[config.mk]
export PLATFORM = sky130hd
export DESIGN_NAME = cache_fill_ctrl_flat
export DESIGN_NICKNAME = d
export VERILOG_FILES = /design/src/rtl/cache_fill_ctrl_if.sv /design/src/rtl/cache_fill_ctrl.sv /design/src/flat_wrapper.sv
export SDC_FILE = /design/constraint.sdc
export NUM_CORES = 1
export LEC_CHECK = 0
export CAP_MARGIN = 20
export CORE_ASPECT_RATIO = 1.75
export CORE_MARGIN = 4
export CORE_UTILIZATION = 43
export DETAILED_ROUTE_END_ITERATION = 10
export PLACE_DENSITY = 0.8
export SYNTH_ARGS = -nofsm -noshare
export SYNTH_HDL_FRONTEND = slang
export SYNTH_SLANG_ARGS = --single-unit
export TNS_END_PERCENT = 1
[constraint.sdc]
create_clock -name clk -period 1.74 [get_ports clk]
set_clock_uncertainty 0.05 [all_clocks]
set_input_delay 0.348 -clock clk [delete_from_list [all_inputs] [get_ports clk]]
set_output_delay 0.348 -clock clk [all_outputs]
set_load 0.01 [all_outputs]
[src/rtl/cache_fill_ctrl_if.sv]
// Bus bundle between cache_fill_ctrl, the I/D caches and main memory.
// master: the fill controller; slave: the caches and memory side.
interface cache_fill_ctrl_if #(
    parameter int WORDS  = 8,
    parameter int ADDR_W = 16,
    parameter int DATA_W = 16
);
    localparam int WL = $clog2(WORDS);

    logic              i_miss;
    logic [ADDR_W-1:0] i_miss_addr;
    logic              d_miss;
    logic [ADDR_W-1:0] d_miss_addr;
    logic              mem_data_valid;
    logic [DATA_W-1:0] mem_data_in;
    logic              mem_en;
    logic [ADDR_W-1:0] mem_addr;
    logic              i_busy;
    logic              d_busy;
    logic              i_data_we;
    logic              d_data_we;
    logic              i_tag_we;
    logic              d_tag_we;
    logic [WL-1:0]     fill_word;
    logic [DATA_W-1:0] fill_data;

    modport master (
        input  i_miss, i_miss_addr, d_miss, d_miss_addr,
        input  mem_data_valid, mem_data_in,
        output mem_en, mem_addr, i_busy, d_busy,
        output i_data_we, d_data_we, i_tag_we, d_tag_we,
        output fill_word, fill_data
    );

    modport slave (
        output i_miss, i_miss_addr, d_miss, d_miss_addr,
        output mem_data_valid, mem_data_in,
        input  mem_en, mem_addr, i_busy, d_busy,
        input  i_data_we, d_data_we, i_tag_we, d_tag_we,
        input  fill_word, fill_data
    );
endinterface

[src/rtl/cache_fill_ctrl.sv]
// Block-fill controller for I/D cache misses, D-side first.
// Issues one read per cycle, streams returned words, writes tag on last.
module cache_fill_ctrl #(
    parameter int WORDS  = 8,
    parameter int ADDR_W = 16
) (
    input logic              clk,
    input logic              rst_n,
    cache_fill_ctrl_if.master bus
);
    localparam int WL = $clog2(WORDS);
    localparam int CW = WL + 1;
    localparam logic [ADDR_W-1:0] MASK = ~ADDR_W'(2 * WORDS - 1);

    typedef enum logic {IDLE, FILL} state_t;

    state_t            state, state_nx;
    logic              owner, owner_nx;
    logic [ADDR_W-1:0] base, base_nx;
    logic [ADDR_W-1:0] addr_q, addr_nx;
    logic              en_q, en_nx;
    logic [CW-1:0]     issue_cnt, issue_nx;
    logic [WL-1:0]     rcv_cnt, rcv_nx;
    logic              fill_we;
    logic              last;

    // issue_cnt counts requests already placed on the bus (incl. the current one)
    assign fill_we = (state == FILL) && bus.mem_data_valid;
    assign last    = (rcv_cnt == WL'(WORDS - 1));

    assign bus.mem_en    = en_q;
    assign bus.mem_addr  = addr_q;
    assign bus.i_busy    = (state == FILL) && !owner;
    assign bus.d_busy    = (state == FILL) && owner;
    assign bus.i_data_we = fill_we && !owner;
    assign bus.d_data_we = fill_we && owner;
    assign bus.i_tag_we  = fill_we && !owner && last;
    assign bus.d_tag_we  = fill_we && owner && last;
    assign bus.fill_word = rcv_cnt;
    assign bus.fill_data = bus.mem_data_in;

    // State and datapath registers
    always_ff @(posedge clk or negedge rst_n) begin
        if (!rst_n) begin
            state     <= IDLE;
            owner     <= 1'b0;
            base      <= '0;
            addr_q    <= '0;
            en_q      <= 1'b0;
            issue_cnt <= '0;
            rcv_cnt   <= '0;
        end else begin
            state     <= state_nx;
            owner     <= owner_nx;
            base      <= base_nx;
            addr_q    <= addr_nx;
            en_q      <= en_nx;
            issue_cnt <= issue_nx;
            rcv_cnt   <= rcv_nx;
        end
    end

    // Next-state: grant in IDLE, issue and receive independently in FILL
    always_comb begin
        state_nx = state;
        owner_nx = owner;
        base_nx  = base;
        addr_nx  = addr_q;
        en_nx    = en_q;
        issue_nx = issue_cnt;
        rcv_nx   = rcv_cnt;
        unique case (state)
            IDLE: begin
                if (bus.d_miss || bus.i_miss) begin
                    owner_nx = bus.d_miss;
                    base_nx  = (bus.d_miss ? bus.d_miss_addr
                                           : bus.i_miss_addr) & MASK;
                    addr_nx  = base_nx;
                    en_nx    = 1'b1;
                    issue_nx = CW'(1);
                    rcv_nx   = '0;
                    state_nx = FILL;
                end
            end
            FILL: begin
                if (issue_cnt < CW'(WORDS)) begin
                    en_nx    = 1'b1;
                    addr_nx  = base + (ADDR_W'(issue_cnt) << 1);
                    issue_nx = issue_cnt + CW'(1);
                end else begin
                    en_nx = 1'b0;
                end
                if (bus.mem_data_valid) begin
                    rcv_nx = rcv_cnt + WL'(1);
                    if (last) begin
                        state_nx = IDLE;
                        en_nx    = 1'b0;
                        issue_nx = '0;
                        rcv_nx   = '0;
                    end
                end
            end
            default: state_nx = IDLE;
        endcase
    end
endmodule

[src/flat_wrapper.sv]
// flat-port wrapper written by rule: the top's interface ports become plain ports
module cache_fill_ctrl_flat 
#(
    parameter int WORDS  = 8,
    parameter int ADDR_W = 16
)
  (clk, rst_n, bus_i_miss, bus_i_miss_addr, bus_d_miss, bus_d_miss_addr, bus_mem_data_valid, bus_mem_data_in, bus_mem_en, bus_mem_addr, bus_i_busy, bus_d_busy, bus_i_data_we, bus_d_data_we, bus_i_tag_we, bus_d_tag_we, bus_fill_word, bus_fill_data);
  cache_fill_ctrl_if #(.WORDS(WORDS), .ADDR_W(ADDR_W)) bus_i ();
  input logic clk;
  input logic rst_n;
  input wire logic [$bits(bus_i.i_miss)-1:0] bus_i_miss;
  input wire logic [$bits(bus_i.i_miss_addr)-1:0] bus_i_miss_addr;
  input wire logic [$bits(bus_i.d_miss)-1:0] bus_d_miss;
  input wire logic [$bits(bus_i.d_miss_addr)-1:0] bus_d_miss_addr;
  input wire logic [$bits(bus_i.mem_data_valid)-1:0] bus_mem_data_valid;
  input wire logic [$bits(bus_i.mem_data_in)-1:0] bus_mem_data_in;
  output wire logic [$bits(bus_i.mem_en)-1:0] bus_mem_en;
  output wire logic [$bits(bus_i.mem_addr)-1:0] bus_mem_addr;
  output wire logic [$bits(bus_i.i_busy)-1:0] bus_i_busy;
  output wire logic [$bits(bus_i.d_busy)-1:0] bus_d_busy;
  output wire logic [$bits(bus_i.i_data_we)-1:0] bus_i_data_we;
  output wire logic [$bits(bus_i.d_data_we)-1:0] bus_d_data_we;
  output wire logic [$bits(bus_i.i_tag_we)-1:0] bus_i_tag_we;
  output wire logic [$bits(bus_i.d_tag_we)-1:0] bus_d_tag_we;
  output wire logic [$bits(bus_i.fill_word)-1:0] bus_fill_word;
  output wire logic [$bits(bus_i.fill_data)-1:0] bus_fill_data;
  assign bus_i.i_miss = bus_i_miss;
  assign bus_i.i_miss_addr = bus_i_miss_addr;
  assign bus_i.d_miss = bus_d_miss;
  assign bus_i.d_miss_addr = bus_d_miss_addr;
  assign bus_i.mem_data_valid = bus_mem_data_valid;
  assign bus_i.mem_data_in = bus_mem_data_in;
  assign bus_mem_en = bus_i.mem_en;
  assign bus_mem_addr = bus_i.mem_addr;
  assign bus_i_busy = bus_i.i_busy;
  assign bus_d_busy = bus_i.d_busy;
  assign bus_i_data_we = bus_i.i_data_we;
  assign bus_d_data_we = bus_i.d_data_we;
  assign bus_i_tag_we = bus_i.i_tag_we;
  assign bus_d_tag_we = bus_i.d_tag_we;
  assign bus_fill_word = bus_i.fill_word;
  assign bus_fill_data = bus_i.fill_data;
  cache_fill_ctrl #(.WORDS(WORDS), .ADDR_W(ADDR_W)) u_core (.clk(clk), .rst_n(rst_n), .bus(bus_i));
endmodule
Yosys cells after proc, flatten, opt, wreduce, memory -nomap -nowiden

Cells that the tools add are included.

Register bits after elaboration: 38
Bits of input ports: 53
Output and inout port bits: 42
Word-level logic and storage cells: 50

$add $sub $neg: 3
$lt $le $gt $ge: 1
Equality and inequality tests: 4
Mux-type cells: 22
Bitwise operators: 1
Reductions and logical operators: 12

Operators with widths:

| operator            | number |
|---|---|
| $mux 16             | 3 |
| $pmux 16 s2         | 1 |
| $add 16x5->16       | 1 |
| $mux 4              | 4 |
| $mux 3              | 3 |
| $pmux 4 s2          | 1 |
| $logic_and 1x1->1   | 7 |
| $mux 1              | 7 |
| $pmux 3 s2          | 1 |
| $reduce_and 2->1    | 3 |
| $add 4x1->4 const B | 1 |
| $lt 4x4->1 const B  | 1 |
| $ne 2x2->1 const B  | 2 |
| $pmux 1 s2          | 2 |
| $add 3x1->3 const B | 1 |
| $eq 3x3->1 const B  | 1 |
| $ne 2x1->1 const B  | 1 |
| $logic_not 1->1     | 1 |
| $logic_or 1x1->1    | 1 |
| $not 1->1           | 1 |

Longest topological paths before layout

Depth in word-level cells: 5
Mapped depth: 6
Mapped depth without buffers: 6

Worst setup path after synthesis

OpenSTA, ideal clock, no wires.

Kind: reg-to-output
Start: register u_core.rcv_cnt[0], in the netlist u_core.bus.fill_word[0]
End: output bus_i_tag_we
Data arrival time: 1183 ps
Required time: 1342 ps
Path slack: 159 ps
Stages on the path, launching flop included: 5
Buffers on the path: 0
Cells stage by stage: dfrtp_1 -> ha_1 -> ha_1 -> nand2_1 -> nor3_1

Cells in the longest elaborated chain, start to end: 2

Ends and longest elaborated chain:

| item                     | line                  | source |
|---|---|---|
| start: declaration       | cache_fill_ctrl.sv:23 | `logic [WL-1:0] rcv_cnt, rcv_nx;` |
| start signal: assignment | cache_fill_ctrl.sv:59 | `rcv_cnt <= rcv_nx;` |
| $eq 3x3->1               | cache_fill_ctrl.sv:29 | `assign last = (rcv_cnt == WL'(WORDS - 1));` |
| $logic_and 1x1->1        | cache_fill_ctrl.sv:37 | `assign bus.i_tag_we = fill_we && !owner && last;` |
| end: declaration         | flat_wrapper.sv:23    | `output wire logic [$bits(bus_i.i_tag_we)-1:0] bus_i_tag_we;` |

Every way passes these cells.

Worst setup path after layout

Start: register u_core.rcv_cnt[1], in the netlist u_core.bus.fill_word[1]
End: output bus_d_tag_we

Cells in the longest elaborated chain, start to end: 2

Ends and longest elaborated chain:

| item              | line                  | source |
|---|---|---|
| $eq 3x3->1        | cache_fill_ctrl.sv:29 |  |
| $logic_and 1x1->1 | cache_fill_ctrl.sv:38 | `assign bus.d_tag_we = fill_we && owner && last;` |
| end: declaration  | flat_wrapper.sv:24    | `output wire logic [$bits(bus_i.d_tag_we)-1:0] bus_d_tag_we;` |

Every way passes these cells.

==> results_dict.tcl <==
set metrics [dict create \
    status "completed" \
    io_pins 95 \
    syn_nets 287 \
    dieArea_mm2 0.00650 \
    clock_path_buffers 2 \
    clock-sinks 37 \
    drive_gt1_frac 0.223 \
    hp-class "in2async" \
    postLayoutCoreUtil 0.604 \
    synth_ff_type "dfrtp_1" \
    track_usage 0.177 \
    syn_area_mm2 0.00225 \
    hold_ws_ns 0.367 \
    drt_iter0_drc 76 \
    maxCapViolCount 0 \
    vias 1912 \
    finalSetupViolCount 0 \
    area_growth_pct 34.7 \
    start_util 0.448 \
    r2r_slack_ns 0.20 \
    synth_top_area_cell "dfrtp_1" \
    slew_violations 0 \
    cts-root-buf "clkbuf_8" \
    dp.cells 336 \
    fin_cells 345 \
    num_rows 34 \
    synth_warnings 0 \
    netlist_top_cells_area "dfrtp_1 (41%), buf_4 (6.7%), mux2i_1 (5.3%), nand2_1 (3.8%), xnor2_1 (3.5%)" \
    yosysUniqueCellTypes 50 \
    fillCellCount 442 \
    synthMostInstantiatedCell "dfrtp_1" \
    r2r-end "u_core.issue_cnt[2]" \
    drc_errors 0 \
    place.gp.congestion 0.768 \
    grt_max_degree 38 \
    post-synth-top-area-fraction 0.412 \
    first_pass_iters 4 \
    die_x_um 62.7 \
    grt_first_pass_wirelength_um 9150 \
    rsz0062_at_grt "yes" \
    viasPerCell 5.54 \
    grt_overflow 0 \
    portBuffers 53 \
    antenna_found_initial 0 \
    async_reset_ff_frac 1.00 \
    end_kind "output pin" \
    power_density_mw_per_mm2 1740 \
    clk_latency_ns 0.29 \
    antenna_cells 0 \
    tns_ns 0 \
    drtAntennaViolNets 0 \
    core_mm2 0.00502 \
    worstPathArrival_ns 1.30 \
    cts_buffers 5 \
    fin_crit_sh 0.976 \
    wl_um 5430 \
    wl_per_cell_um 15.7 \
    path_class "reg2out" \
    cts_hold_buf 0 \
    synth_common_cells "dfrtp_1 (37), nand2_1 (23), buf_4 (20)" \
    netlist_instances 229 \
    cts.clk_slew.worst_paths_ns 0.08 \
    p_leak_nw 1.33 \
    critPathLaunch "u_core.bus.fill_word[1]" \
    fmaxAchievable_mhz 589 \
    peakVddDrop_uv 1130 \
    synth_area_per_cell_um2 9.82 \
    start_kind "flop" \
    worstSetupEndpoint "bus_d_tag_we" \
    synth-edff-count 0 \
    cp_max_fo 3 \
    synth_seq_area_share 0.412 \
    dp_hpwl_um 4030 \
    r2r-start "u_core.bus.fill_word[1]" \
    period_minus_slack_ns 1.70 \
    fin_nets 348 \
    cts_tree "built" \
    grt_pass1_vias 2026 \
    fp.dieH_um 104 \
    cp.required_ns 1.34 \
    rr_worst_depth 7 \
    power_mw 5.26 \
    yosys_register_bits 37 \
    htreeDepth 2 \
    hold_violations 0 \
]
[sequential cells by signal, indices dropped and copies added, names as in the netlist]
| signal | cells |
|---|---|
| u_core.base | 12 |
| u_core.bus.fill_word | 3 |
| u_core.bus.mem_addr | 15 |
| u_core.bus.mem_en | 1 |
| u_core.issue_cnt | 4 |
| u_core.owner | 1 |
| u_core.state | 1 |
[critical path: stages, from the launching register on]
cell,delay [ns]
dfrtp_1,0.39
ha_2,0.20
ha_4,0.17
and3_1,0.13
buf_2,0.13
[kinds of logic after synthesis]
logic type / share of synthesized area
other: 0.00167
AND/OR/NAND/NOR: 0.151
XOR/XNOR: 0.0350
AO/OA/AOI/OAI: 0.210
buffers and inverters: 0.110
adder cells (fa/ha/maj): 0.0278
flip-flops: 0.412
multiplexers: 0.0534
[cell usage in the layout, fill, tap and decap left out, types with 4 or more instances in the layout]
cell and instances:
nor3_1 6, nor2_1 7, dfrtp_1 37, a21o_1 5, nand2_1 22, o21a_1 5, mux2i_1 12, o21ai_1 11
xnor2_1 9, inv_1 7, a21oi_1 13, clkbuf_8 6, o21ai_0 9, buf_4 25, dlygate4sd2_1 5, buf_12 4
clkdlybuf4s50_1 44, nor2b_1 4
[routing by layer]
metal	vias up	global-route usage	share of wire	wire length (um)
li1	910	-	-	-
met1	929	0.177	0.37	2030
met2	61	0.338	0.56	3030
met3	12	0.0325	0.049	268
met4	0	0.0885	0.019	102
met5	-	0	0	0
[report_power, final]
part,switching [mW],total [mW],internal (mW)
Combinational,1.32,2.79,1.47
Sequential,0.401,1.69,1.29
Clock,0.309,0.775,0.466
[final cells by class]
type                       count  area (um2)  share of cell area
clock buffer                   6        82.6              0.0273
sequential                    37         926               0.306
clock inverter                 2        37.5              0.0124
inverter                       8        30.0             0.00991
tap                           54        67.6              0.0223
timing repair buffer          82         787               0.260
multi-input combinational    156        1100               0.363
[how the worst min path moves through the flow]
stage,cells past startpoint,end,from
floorplan,0,u_core.base[10],rst_n
global placement,2,u_core.bus.mem_addr[8],u_core.bus.mem_addr[8]
detailed placement,2,u_core.bus.mem_addr[14],u_core.bus.mem_addr[14]
CTS,2,u_core.bus.mem_addr[4],rst_n
global route,2,u_core.bus.mem_addr[4],rst_n
finish,2,u_core.base[4],rst_n
[per-stage QoR]
stage / worst slack (ns) / cell area [um2]
global route: -0.0280 / 3030
floorplan: 0.159 / 2250
global placement: -0.314 / 2890
finish: 0.0422 / 3030
detailed placement: -0.392 / 2890
CTS: -0.0585 / 3010
[what timing repair did]
item	in CTS	in global routing
pin swaps	0	1
buffers inserted	1	0
hold endpoints to repair	0	0
resized for setup	15	5
endpoints found under the setup margin	6	3
(Power assumes the default switching activity.)
